$ cat src/rtl/adc_result_fifo.sv
// Show-ahead result FIFO behind the SAR conversion core: captures strobed results,
// serves them over valid/ready, and tracks overflow, dropped samples and fill-level IRQ.
module adc_result_fifo #(
    parameter int DATA_BITS     = 12,
    parameter int DEPTH_LOG2    = 4,
    parameter int DROP_CNT_BITS = 8
) (
    input  logic                     clk,
    input  logic                     rst_n,
    input  logic [DATA_BITS-1:0]     result_in,
    input  logic                     result_strobe_in,
    input  logic                     rd_ready_in,
    output logic                     rd_valid_out,
    output logic [DATA_BITS-1:0]     rd_data_out,
    output logic [DEPTH_LOG2:0]      fill_level_out,
    output logic                     overflow_out,
    output logic [DROP_CNT_BITS-1:0] dropped_count_out,
    input  logic                     clear_overflow_in,
    input  logic                     flush_in,
    input  logic [DEPTH_LOG2:0]      threshold_in,
    output logic                     threshold_irq_out
);

    localparam int DEPTH = 1 << DEPTH_LOG2;
    localparam int PW    = DEPTH_LOG2 + 1;

    logic [DATA_BITS-1:0]     mem_q [DEPTH];
    logic [PW-1:0]            wr_ptr_q, wr_ptr_d;
    logic [PW-1:0]            rd_ptr_q, rd_ptr_d;
    logic                     overflow_q, overflow_d;
    logic [DROP_CNT_BITS-1:0] drop_cnt_q, drop_cnt_d;
    logic                     irq_q, irq_d;

    logic          empty, full, push, pop, do_write, drop;
    logic [PW-1:0] fill;

    assign empty = (wr_ptr_q == rd_ptr_q);
    assign full  = (wr_ptr_q[DEPTH_LOG2-1:0] == rd_ptr_q[DEPTH_LOG2-1:0]) &&
                   (wr_ptr_q[DEPTH_LOG2] != rd_ptr_q[DEPTH_LOG2]);
    assign fill  = wr_ptr_q - rd_ptr_q;

    assign push = result_strobe_in;
    assign pop  = ~empty & rd_ready_in;

    // When full, a coincident pop frees the head slot, which is exactly the slot wr_ptr addresses.
    assign do_write = ~flush_in & push & (~full | pop);
    assign drop     = ~flush_in & push & full & ~pop;

    always_comb begin
        wr_ptr_d   = wr_ptr_q;
        rd_ptr_d   = rd_ptr_q;
        overflow_d = overflow_q;
        drop_cnt_d = drop_cnt_q;

        if (flush_in) begin
            wr_ptr_d = rd_ptr_q;
        end else begin
            if (do_write) wr_ptr_d = wr_ptr_q + PW'(1);
            if (pop)      rd_ptr_d = rd_ptr_q + PW'(1);
        end

        // A drop in the same cycle as a clear restarts the count at one.
        if (drop) begin
            overflow_d = 1'b1;
            if (clear_overflow_in)
                drop_cnt_d = DROP_CNT_BITS'(1);
            else if (!(&drop_cnt_q))
                drop_cnt_d = drop_cnt_q + DROP_CNT_BITS'(1);
        end else if (clear_overflow_in) begin
            overflow_d = 1'b0;
            drop_cnt_d = '0;
        end

        irq_d = (threshold_in != '0) && (fill >= threshold_in);
    end

    always_ff @(posedge clk or negedge rst_n) begin
        if (!rst_n) begin
            wr_ptr_q   <= '0;
            rd_ptr_q   <= '0;
            overflow_q <= 1'b0;
            drop_cnt_q <= '0;
            irq_q      <= 1'b0;
        end else begin
            wr_ptr_q   <= wr_ptr_d;
            rd_ptr_q   <= rd_ptr_d;
            overflow_q <= overflow_d;
            drop_cnt_q <= drop_cnt_d;
            irq_q      <= irq_d;
        end
    end

    always_ff @(posedge clk) begin
        if (do_write) mem_q[wr_ptr_q[DEPTH_LOG2-1:0]] <= result_in;
    end

    assign rd_valid_out      = ~empty;
    assign rd_data_out       = mem_q[rd_ptr_q[DEPTH_LOG2-1:0]];
    assign fill_level_out    = fill;
    assign overflow_out      = overflow_q;
    assign dropped_count_out = drop_cnt_q;
    assign threshold_irq_out = irq_q;

endmodule

$ cat config.mk
export PLATFORM = sky130hd
export DESIGN_NAME = adc_result_fifo
export DESIGN_NICKNAME = d
export VERILOG_FILES = /design/src/rtl/adc_result_fifo.sv
export SDC_FILE = /design/constraint.sdc
export NUM_CORES = 1
export LEC_CHECK = 0
export BUFFER_PORTS_ARGS = -buffer_cell sky130_fd_sc_hd__buf_4
export CORE_ASPECT_RATIO = 1.2
export CORE_MARGIN = 1.5
export CORE_UTILIZATION = 30
export DETAILED_ROUTE_END_ITERATION = 8
export GPL_TIMING_DRIVEN = 0
export PLACE_DENSITY_LB_ADDON = 0.25
export SYNTH_ARGS = -nofsm -noshare
export SYNTH_HDL_FRONTEND = slang
export SYNTH_SLANG_ARGS = --single-unit
$ cat constraint.sdc
create_clock -name clk -period 6.06 [get_ports clk]
set_input_delay 0.303 -clock clk [delete_from_list [all_inputs] [get_ports clk]]
set_output_delay 0.303 -clock clk [all_outputs]
set_load 0.05 [all_outputs]
==> Word-level counts from Yosys, hierarchy flattened <==
Memories as Yosys holds them, arrays and structs flattened.
Index checks and enable logic that the tools add are counted.
Widths: inputs -> output; s select.
{ "word_totals": {"register_bits": 20, "mem_bits_rw": 192, "output_inout_bits": 28, "word_cells": 43, "mem_count": 1} }
{ "op_classes": {"addsub": 4, "n_lt_le_gt_ge": 1, "eq_ne": 4, "mux": 10, "bitwise": 10, "n_reduce_logical": 8} }
{ "memory_table": {"columns": ["name", "depth", "width", "read_ports", "rd_ports_with_merged_regs", "write_ports", "line", "text"], "rows": [
  ["mem_q", 16, 12, 1, 0, 1, "27", "logic [DATA_BITS-1:0] mem_q [DEPTH];"]
]} }
{ "op_table": {"columns": ["cell", "n"], "rows": [
  ["$mux 8", 4],
  ["$add 5x1->5 const B", 2],
  ["$mux 5", 2],
  ["$add 8x1->8 const B", 1],
  ["$reduce_and 8->1", 1],
  ["$and 1x1->1", 5],
  ["$eq 5x5->1", 1],
  ["$ge 5x5->1", 1],
  ["$reduce_bool 5->1", 1],
  ["$sub 5x5->5", 1],
  ["$eq 4x4->1", 1],
  ["$mux 1", 4],
  ["$not 1->1", 4],
  ["$reduce_and 2->1", 2],
  ["$reduce_bool 2->1", 2],
  ["$logic_and 1x1->1", 2],
  ["$ne 2x2->1 const B", 1],
  ["$ne 1x1->1", 1],
  ["$or 1x1->1", 1]
]} }

==> Depth between registers and ports, before layout <==
Gate-level depths: netlist of the first run.
{ "depth": {"depth_word": 7, "depth_mapped": 10} }

==> Worst setup path before layout of the first run <==
No wires, ideal clock.
{ "synth_path": {"kind": "reg2reg", "startpoint": "reg rd_ptr_q[2]", "endpoint": "mem mem_q[0][0] (enable)", "setup_ns": 0.396, "t_arrival_ns": 2.689, "path_slack_ns": 2.974, "path_stages_with_launch": 10, "n_path_buf": 3, "period_less_slack_ns": 3.086, "cell_sequence": "dfrtp_1 -> buf_2 -> inv_1 -> clkbuf_1 -> ha_1 -> nand4_1 -> o311a_1 -> buf_6 -> nand2_1 -> nor3_1"} }
{ "synth_between": {"elab_chain_cells": 7} }
{ "synth_rtl": {"columns": ["item", "line", "text"], "rows": [
  ["start, declared", "29", "logic [PW-1:0] rd_ptr_q, rd_ptr_d;"],
  ["start signal, assigned", "86", "rd_ptr_q <= rd_ptr_d;"],
  ["$eq 5x5->1 / $eq 4x4->1 (equally long branches)", "37, 38", null],
  ["$not 1->1 / $logic_and 1x1->1 (equally long branches)", "43, 38", null],
  ["$and 1x1->1 / $not 1->1 (equally long branches)", "43, 46", null],
  ["$or 1x1->1 (*)", "46", "assign do_write = ~flush_in & push & (~full | pop);"],
  ["$and 1x1->1 (*)", "46", null],
  ["$mux 1 (*)", "94", "if (do_write) mem_q[wr_ptr_q[DEPTH_LOG2-1:0]] <= result_in;"],
  ["$mux 1 (not written as such) (*)", "94", null],
  ["end, declared", "27", null]
]} }
Mark *: on every way between the ends. The rest lies on a longest branch, timed or not.

==> Worst setup path in the final report of the first run <==
{ "layout_path": {"startpoint": "reg rd_ptr_q[2]", "endpoint": "mem mem_q[6][11] (enable)"} }
The elaborated chain is that of the path after synthesis.

==> impl_metrics.csv, run 1 <==
group,metric,value,unit
placed_design,finalWeightedCongestion,0.859,
clock_tree,clock_latency,0.54,ns
placed_design,dpl_cell_area,0.00964,mm²
floorplanning,pin_count,51,
sta,report.final.slew_viol_count,0,
routing,maxUsedRoutingLayer,"met4",
worst_setup_path,worst_ep_arrival,3.89,ns
worst_setup_path,path_max_fanout,12,
worst_setup_path,worstSetupStartpointType,"flop",
worst_setup_path,timing_worst_setup_path_type,"flop to flop",
floorplanning,die_height,190,µm
power_and_ir_drop,power.density_cell_area,509,mW/mm²
routing,drtIter0Drc,362,
yosys,async_reset_ff_share,9.43,%
clock_tree,max-clock-path-buffers,3,
routing,num_vias,4680,
clock_tree,clock_tree.root_cell,"clkbuf_16",
power_and_ir_drop,design_power_total,5.31,mW
grt,grt_antenna_before_repair,0,
placed_design,preCtsSetupSlack,2.24,ns
yosys,ys_seq_elements,212,
worst_setup_path,worst-endpoint-required,6.19,ns
power_and_ir_drop,max-vdd-ir-drop,0.618,mV
clock_tree,tritoncts_clock_tree,"built",
grt,grt_overflow_total,0,
flow_run,reported_max_cap_violation_count,0,
yosys,synth-simple-area-share,6.55,%
yosys,yosysMostFrequentCell,"edfxtp_1",
placed_design,final_hpwl_dp,13400,µm
sta,setup-tns-final,0,ns
yosys,synth_top_family_by_area,"multiplexers",
routing,route.met2.wl,9860,µm
routing,met3_wirelength_from_detailed_routing,1260,µm
layout,antennaDiodeCount,0,
floorplanning,core-area,0.0287,mm²
yosys,synth.cells.most_frequent,"192 x edfxtp_1, 69 x nand2_1, 48 x mux4_2, 20 x dfrtp_1, 16 x and3_1",
yosys,synth-edff-count,192,
sta,hold_fails_final_rpt,0,
layout,post_route_cells_drive_above_1_share,26.8,%
yosys,sequential_fraction_of_the_synthesis_area,71.7,%
yosys,post_synth_xor_area_fraction,1.29,%
layout,area_delta_synth_final,19.6,%
yosys,post_synth_inst_count,496,
sta,worstMarginPinSlew,1.19,ns
clock_tree,clk_pin_slew,0.06,ns
placed_design,port-buffer-count,48,
sta,timing.final.setup_violations,0,
yosys,synthAdderAreaFrac,2.38,%
grt,grt_first_pass_wirelength,30100,µm
worst_setup_path,critical_path.endpoint_type,"flop",
clock_tree,htree_levels,1,
yosys,netlist.top_cell.by_area,"edfxtp_1",
clock_tree,clock_sinks,212,
floorplanning,floorplan.die.width,159,µm
yosys,synth.top_cells.by_area,"edfxtp_1 66%, mux4_2 12%, dfrtp_1 5.7%",
sta,worst_slack,2.30,ns
clock_tree,post-cts-setup-buffer-count,0,
yosys,synthDominantCellAreaShare,66.0,%
yosys,synth_cell_type_count,42,
routing,drt_pass1_iterations,4,
layout,postLayoutCellArea,0.0104,mm²
floorplanning,initial_util,30.5,%
clock_tree,cts_resized,0,
sta,slew-limit-headroom,20.3,%
routing,routed_wirelength,20000,µm
routing,route.layer.met1.wl,8390,µm
sta,post-route-min-period,3.76,ns
layout,finalNetCount,614,
yosys,ys.flop_type,"edfxtp_1",
yosys,synth_nets,535,
floorplanning,std_cell_rows,68,
grt,vias_in_the_first_global_route,4867,
yosys,muxShareOfSynthArea,12.4,%
yosys,post_synth_instance_area,0.00873,mm²
status,outcome,"completed",
yosys,postSynthAreaPerCell,17.6,µm²
sta,rsz0062_at_grt,"false",
yosys,yosysWarnings,0,
routing,count_of_nets_left_with_antenna_violations_after_detail_routing,0,
grt,largest_net_degree_at_the_start_of_global_routing,21,
sta,fin_crit_sh,62.1,%
floorplanning,die-area,0.0302,mm²
clock_tree,cts_buffers,24,
grt,grtUsageTotal,13.5,%
clock_tree,hold_buffers,1,
sta,setup_skew,0.0238,ns
routing,route.detailed.wl_per_inst,20.4,µm
hold_path,hold_class,"input pin to flop",
routing,drt-vias-per-instance,4.79,
sta,timing.fmax,266,MHz
yosys,synth_compound_area_share,3.29,%
routing,remaining_drc_errors,0,
power_and_ir_drop,cellLeakagePower,3.62,nW
layout,fill_cell_total_of_the_finished_layout,2715,
-- flip-flops by register name, summed over array words and instances, names as in the netlist --
register / flops
dropped_count_out: 8
threshold_irq_out: 1
wr_ptr_q: 5
mem_q: 192
overflow_out: 1
rd_ptr_q: 5
-- layer usage --
metal / track usage (%) / vias up
met1: 17.4 / 2400
met2: 23.2 / 140
li1: - / 2104
met5: 0 / -
met3: 2.90 / 36
met4: 3.88 / 0
-- cell type report --
class / instances / area, µm² / share of cell area [%]
tap: 385 / 482 / 4.61
clock inverter: 18 / 186 / 1.78
inverter: 14 / 52.6 / 0.503
multi-input combinational: 245 / 2280 / 21.8
buffer: 25 / 155 / 1.49
timing repair buffer: 53 / 415 / 3.98
sequential: 212 / 6270 / 60.0
clock buffer: 26 / 608 / 5.82
-- report_power, final --
part	switching (mW)	total, mW	internal (mW)	leakage, nW
Clock	0.578	1.43	0.856	0.393
Sequential	0.0586	1.75	1.69	1.99
Combinational	1.35	2.13	0.776	1.23
Total	1.99	5.31	3.32	3.62
-- kinds of logic after synthesis --
family	Yosys count
muxes	48
buffers and inverters	39
and+or+nand+nor	124
adders and majority gates	16
AOI/OAI and AO/OA	45
xor gates and xnor gates	12
DFF	212
-- cell usage in the layout, fill, tap and decap left out, drive strengths merged --
master and n:
dlygate4sd3 1, or4 1, o22ai 2, nor3 5
nand2b 6, a21oi 6, nand3 3, mux4 48
buf 68, dfrtp 20, o21a 1, a31oi 15
edfxtp 192, nand4 4, a21o 3, clkbuf 35
o21ai 10, fa 1, a41o 1, o311ai 1
a31o 2, and3 16, inv 14, nand2 69
nor4 1, bufinv 3, and2 1, o311a 1
xor2 4, a311oi 1, clkinv 15, ha 15
nor2b 2, nor2 15, o31ai 1, a41oi 1
xnor2 8, and4 1
-- worst paths after layout --
| check | from | endpoint | slack (ns) | depth (start not counted) |
|---|---|---|---|---|
| min reg2reg | overflow_out | overflow_out | 0.50 | 1 |
| min | threshold_in[2] | threshold_irq_out | 0.09 | 3 |
| max reg2reg | rd_ptr_q[2] | mem_q[6][11] | 2.30 | 9 |
| max | rd_ptr_q[2] | mem_q[6][11] | 2.30 | 9 |
| max in group asynchronous | rst_n | dropped_count_out[3] | 5.63 | 2 |
| min in group asynchronous | rst_n | threshold_irq_out | 0.21 | 2 |
-- critical path: stages (launching register included) --
cell and delay [ns]:
dfrtp_1 0.46, buf_2 0.25, inv_1 0.13, clkbuf_1 0.45, ha_1 0.39, nand4_1 0.19, o311a_1 0.21, buf_6 0.13
nand2_1 0.19, nor2_1 0.95
-- per-stage QoR --
stage / utilization, % / cells / hold slack [ns]
6_report: 36.4 / 978 / 0.0941
3_3_place_gp: 33.4 / 929 / 0.205
5_1_grt: 36.4 / 978 / 0.102
4_1_cts: 36.4 / 978 / 0.0687
2_1_floorplan: - / 496 / 0.00741
3_5_place_dp: 33.6 / 933 / 0.212
Note: power is estimated with default switching activity, not from simulation.
==> run 2, diff against run 1 <==
- clock period: 6.06 -> 3.19 ns (I/O delays scaled with it)
==> impl_metrics.csv, run 2 (synthesis results as in run 1) <==
group,metric,value,unit
clock_tree,cts_buffers,24,
clock_tree,tritoncts_clock_tree,"built",
clock_tree,max-clock-path-buffers,3,
grt,grt_antenna_before_repair,0,
flow_run,reported_max_cap_violation_count,0,
sta,report.final.slew_viol_count,0,
power_and_ir_drop,cellLeakagePower,3.80,nW
layout,finalNetCount,643,
power_and_ir_drop,max-vdd-ir-drop,1.17,mV
routing,routed_wirelength,20500,µm
placed_design,final_hpwl_dp,13400,µm
floorplanning,floorplan.die.width,159,µm
clock_tree,clock_sinks,212,
sta,fin_crit_sh,99.0,%
layout,post_route_cells_drive_above_1_share,30.2,%
hold_path,holdCritStartpoint,"clear_overflow_in",
floorplanning,initial_util,30.5,%
layout,postLayoutCoreUtil,38.3,%
power_and_ir_drop,design_power_total,10.2,mW
layout,layout_common_cells,"192 x edfxtp_1, 69 x nand2_1, 53 x buf_4",
sta,rsz0062_at_grt,"true",
floorplanning,core-area,0.0287,mm²
routing,remaining_drc_errors,0,
worst_setup_path,slowest_stage,"dfrtp_1",
grt,grtUsageTotal,13.7,%
sta,worstMarginPinSlew,0.792,ns
floorplanning,die_height,190,µm
worst_setup_path,worstReg2RegStart,"rd_ptr_q[2]",
clock_tree,htree_levels,1,
clock_tree,clock_tree.root_cell,"clkbuf_16",
placed_design,finalWeightedCongestion,0.859,
hold_path,min_delay_worst_endpoint,"dropped_count_out[3]",
sta,setup_skew,0.0249,ns
hold_path,whs_path_depth,2,
routing,num_vias,4877,
routing,drt_pass1_iterations,5,
layout,area_delta_synth_final,25.7,%
hold_path,hold_class,"input pin to flop",
grt,vias_in_the_first_global_route,4996,
routing,count_of_nets_left_with_antenna_violations_after_detail_routing,0,
clock_tree,clk_pin_slew,0.06,ns
layout,antennaDiodeCount,0,
worst_setup_path,timing_worst_setup_path_type,"flop to flop",
floorplanning,std_cell_rows,68,
sta,hold_fails_final_rpt,0,
layout,layout_commonest_cell,"edfxtp_1",
grt,grt_overflow_total,0,
worst_setup_path,critical_path.endpoint_type,"flop",
sta,slew-limit-headroom,47.2,%
worst_setup_path,worst_r2r_endpoint,"mem_q[2][6]",
worst_setup_path,worst_ep_arrival,3.44,ns
worst_setup_path,rrSetupSlack,0.03,ns
floorplanning,pin_count,51,
grt,largest_net_degree_at_the_start_of_global_routing,21,
worst_setup_path,worst_r2r_path_depth,9,
routing,drtIter0Drc,375,
sta,timing.fmax,317,MHz
clock_tree,clock_latency,0.54,ns
worst_setup_path,path_max_fanout,13,
placed_design,port-buffer-count,48,
worst_setup_path,worst-endpoint-required,3.47,ns
sta,timing.final.setup_violations,0,
sta,final.hold.worst_slack,0.0112,ns
floorplanning,die-area,0.0302,mm²
sta,post-route-min-period,3.16,ns
routing,drt-vias-per-instance,4.84,
worst_setup_path,critical_path.max_stage_delay,0.46,ns
worst_setup_path,worstSetupStartpointType,"flop",
routing,route.detailed.wl_per_inst,20.3,µm
worst_setup_path,cp_cell_sequence,"buf_2, inv_1, ha_1, nand4_1, o311a_1, buf_6, nand2_1, nor3_4, buf_4",
layout,largest_register_ff_count,192,
power_and_ir_drop,power.density_cell_area,931,mW/mm²
grt,grt_first_pass_wirelength,30500,µm
status,outcome,"completed",
==> run 2: cell count changes in the layout (fill, tap and decap cells not counted), moves of 3 or more <==
cell           delta
buf_12           +13
nor3_2            -4
nor2_4           +12
nor2_1           -12
nor3_4            +4
buf_4             +3
dlygate4sd3_1    +14
==> run 2: through the flow <==
step	instance area, µm²	setup slack (ns)	instances	TNS (ns)
3_5_place_dp	9640	-0.626	933	-84.09
2_1_floorplan	8730	0.104	496	0
5_1_grt	11000	-0.111	1007	-8.27
4_1_cts	10700	0.0327	995	0
6_report	11000	0.0308	1007	0
3_3_place_gp	9580	-1.17	929	-129.12
==> run 2: worst max-delay path, delay by kind of cell (launching register included) <==
| family | cells | cell delay, ns |
|---|---|---|
| and+or+nand+nor | 3 | 0.67 |
| adders and majority gates | 1 | 0.44 |
| buffers and inverters | 4 | 0.93 |
| AOI/OAI and AO/OA | 1 | 0.39 |
| DFF | 1 | 0.46 |
==> run 2: metal layers <==
metal / global-route usage (%) / vias to the layer above / wire length, µm / share of wire [%]
met2: 23.3 / 157 / 10100 / 49
met5: 0 / - / 0 / 0
met1: 17.5 / 2520 / 8790 / 43
met3: 2.86 / 38 / 1070 / 5.2
met4: 4.21 / 0 / 513 / 2.5
li1: - / 2162 / - / -
==> run 2: final cells by class <==
class	count	area, µm²
Fill cell	2671	17700
Sequential cell	212	6270
Multi-Input combinational cell	245	2400
Timing Repair Buffer	83	838
Clock buffer	26	608
Tap cell	385	482
Clock inverter	18	186
Buffer	24	153
Inverter	14	52.6
==> run 2: where the power goes <==
group          internal (mW)  switching (mW)
clock                   1.63            1.10
combinational           1.53            2.65
sequential              3.21           0.111
total                   6.37            3.86
==> run 2: worst max path at each step <==
stage	from	end	slack [ns]	depth (start not counted)
2_1_floorplan	rd_ptr_q[2]	mem_q[0][0]	0.10	9
3_3_place_gp	rd_ptr_q[2]	mem_q[2][2]	-1.17	9
3_5_place_dp	rd_ptr_q[2]	mem_q[7][1]	-0.63	9
6_report	rd_ptr_q[2]	mem_q[2][6]	0.03	9
5_1_grt	rd_ptr_q[2]	mem_q[3][6]	-0.11	9
4_1_cts	rd_ptr_q[2]	mem_q[7][8]	0.03	8
==> run 2: what timing repair did <==
action	in CTS	in global routing
gates resized for setup	28	2
hold endpoints to repair	190	0
buffers inserted	4	12
hold buffers	15	0
setup endpoints to repair	191	193
pin swaps	4	8
==> run 3, diff against run 2 <==
- CTS_BUF_LIST: unset -> sky130_fd_sc_hd__clkbuf_8
==> impl_metrics.csv, run 3 (synthesis results as in run 1) <==
group,metric,value,unit
worst_setup_path,cp_cell_sequence,"buf_2, inv_1, ha_1, nand4_1, o311a_1, buf_6, nand2_2, nor3_4, buf_4",
floorplanning,die-area,0.0302,mm²
worst_setup_path,worst-endpoint-required,3.47,ns
sta,report.final.slew_viol_count,0,
floorplanning,die_height,190,µm
layout,multi_input_area,0.00241,mm²
layout,finalNetCount,654,
sta,timing.final.setup_violations,0,
worst_setup_path,slowest_stage,"dfrtp_1",
routing,drt-vias-per-instance,4.77,
hold_path,hold_class,"input pin to async pin",
worst_setup_path,worst_r2r_endpoint,"mem_q[1][4]",
floorplanning,initial_util,30.5,%
clock_tree,htree_levels,2,
sta,slew-limit-headroom,48.4,%
worst_setup_path,timing_worst_setup_path_type,"flop to flop",
layout,area_delta_synth_final,23.7,%
sta,rsz0062_at_grt,"false",
power_and_ir_drop,power.sequential.fraction,34.0,%
routing,drtIter0Drc,371,
worst_setup_path,worst_ep_arrival,3.34,ns
layout,largest_register_ff_count,192,
sta,post-route-min-period,3.05,ns
power_and_ir_drop,power.density_cell_area,905,mW/mm²
flow_run,reported_max_cap_violation_count,0,
clock_tree,cts_buffers,37,
placed_design,preCtsSetupSlack,-0.626,ns
sta,fin_crit_sh,95.7,%
grt,vias_in_the_first_global_route,5140,
routing,drt_pass1_iterations,5,
grt,grtUsageTotal,13.9,%
routing,remaining_drc_errors,0,
power_and_ir_drop,cellLeakagePower,3.76,nW
clock_tree,max-clock-path-buffers,3,
layout,post_route_cells_drive_above_1_share,30.6,%
worst_setup_path,worst_r2r_path_depth,9,
clock_tree,tritoncts_clock_tree,"built",
layout,antennaDiodeCount,0,
routing,route.detailed.wl_per_inst,20.1,µm
routing,count_of_nets_left_with_antenna_violations_after_detail_routing,0,
layout,final-seq-area,0.00627,mm²
floorplanning,floorplan.die.width,159,µm
grt,largest_net_degree_at_the_start_of_global_routing,21,
placed_design,port-buffer-count,48,
routing,num_vias,4898,
clock_tree,clock_tree.root_cell,"clkbuf_8",
grt,grt_first_pass_wirelength,30700,µm
layout,fill_cell_total_of_the_finished_layout,2709,
power_and_ir_drop,power.switching_fraction,39.4,%
clock_tree,clock_latency,0.54,ns
grt,grt_overflow_total,0,
clock_tree,clock_sinks,212,
floorplanning,pin_count,51,
floorplanning,core-area,0.0287,mm²
power_and_ir_drop,max-vdd-ir-drop,1.36,mV
grt,grt_antenna_before_repair,0,
sta,worst_slack,0.137,ns
routing,routed_wirelength,20600,µm
worst_setup_path,worstSetupStartpointType,"flop",
sta,setup_skew,0.0169,ns
power_and_ir_drop,p_int,5.93,mW
placed_design,final_hpwl_dp,13400,µm
worst_setup_path,rrSetupSlack,0.14,ns
worst_setup_path,path_max_fanout,13,
power_and_ir_drop,clockPowerShare,23.2,%
sta,worstMarginPinSlew,0.775,ns
power_and_ir_drop,net-switching-power,3.85,mW
worst_setup_path,critical_path.endpoint_type,"flop",
worst_setup_path,worstReg2RegStart,"rd_ptr_q[2]",
layout,layout_common_cells,"192 x edfxtp_1, 65 x nand2_1, 54 x buf_4",
layout,layout_commonest_cell,"edfxtp_1",
status,outcome,"completed",
sta,hold_fails_final_rpt,0,
power_and_ir_drop,design_power_total,9.78,mW
sta,timing.fmax,328,MHz
worst_setup_path,critical_path.max_stage_delay,0.47,ns
placed_design,finalWeightedCongestion,0.859,
floorplanning,std_cell_rows,68,
clock_tree,clk_pin_slew,0.06,ns
power_and_ir_drop,combinationalPowerShare,42.8,%
## run 3: changes by cell type in the layout (fill, tap and decap cells not counted), sizes merged
cell,before,now
buf,84,81
clkbuf,34,46
clkinv,15,16
inv,14,24
dlygate4sd3,15,16
bufinv,3,1
## run 3: metal layers
layer | up-vias | wire length [µm] | track usage [%]
met4 | 0 | 399 | 4.69
met2 | 167 | 10300 | 23.5
met1 | 2510 | 8430 | 17.2
met3 | 35 | 1480 | 3.64
met5 | - | 0 | 0
li1 | 2186 | - | -
## run 3: final cells by class
class | instances | area share [%]
Sequential cell | 212 | 58.0
Tap cell | 385 | 4.46
Multi-Input combinational cell | 245 | 22.3
Timing Repair Buffer | 81 | 7.18
Clock buffer | 38 | 4.84
Buffer | 24 | 1.41
Clock inverter | 27 | 1.32
Inverter | 14 | 0.487
## run 3: power groups by stage
stage	combinational [mW]	sequential [mW]	clock, mW
6_report	4.18	3.32	2.27
5_1_grt	4.46	3.34	2.46
4_1_cts	4.18	3.32	2.34
3_5_place_dp	4.07	3.38	0
3_3_place_gp	4.02	3.37	0
2_1_floorplan	2.84	3.37	0
## run 3: timing repair
| action | CTS | global route |
|---|---|---|
| pin swaps | 4 | 8 |
| setup endpoints to repair | 191 | 193 |
| endpoints found under the hold margin | 195 | 0 |
| hold buffers | 16 | 0 |
| buffers inserted | 4 | 9 |
| resized for setup | 28 | 6 |
## run 3: worst max-delay path: cells and delay by family (launching register included)
family | cells | cell delay [ns]
adders and majority gates | 1 | 0.45
and+or+nand+nor | 3 | 0.51
buffers and inverters | 4 | 0.98
AOI/OAI and AO/OA | 1 | 0.40
DFF | 1 | 0.47
## run 3: worst max path at each step
stage	startpoint	slack [ns]	end
after floorplan	rd_ptr_q[2]	0.10	mem_q[0][0]
after global placement	rd_ptr_q[2]	-1.17	mem_q[2][2]
after detailed placement	rd_ptr_q[2]	-0.63	mem_q[7][1]
after CTS	rd_ptr_q[2]	0.03	mem_q[7][10]
after global routing	rd_ptr_q[2]	0.01	mem_q[2][10]
final	rd_ptr_q[2]	0.14	mem_q[1][4]
## run 3: metrics by stage
stage          area [µm²]  setup TNS, ns  hold WS (ns)  utilization [%]  cells
4_1_cts             10600              0        0.0534             37.0   1017
3_3_place_gp         9580        -129.12        0.0612             33.4    929
2_1_floorplan        8730              0        -0.136                -    496
3_5_place_dp         9640         -84.09        0.0685             33.6    933
6_report            10800              0        0.0547             37.7   1026
5_1_grt             10800              0        0.0754             37.7   1026
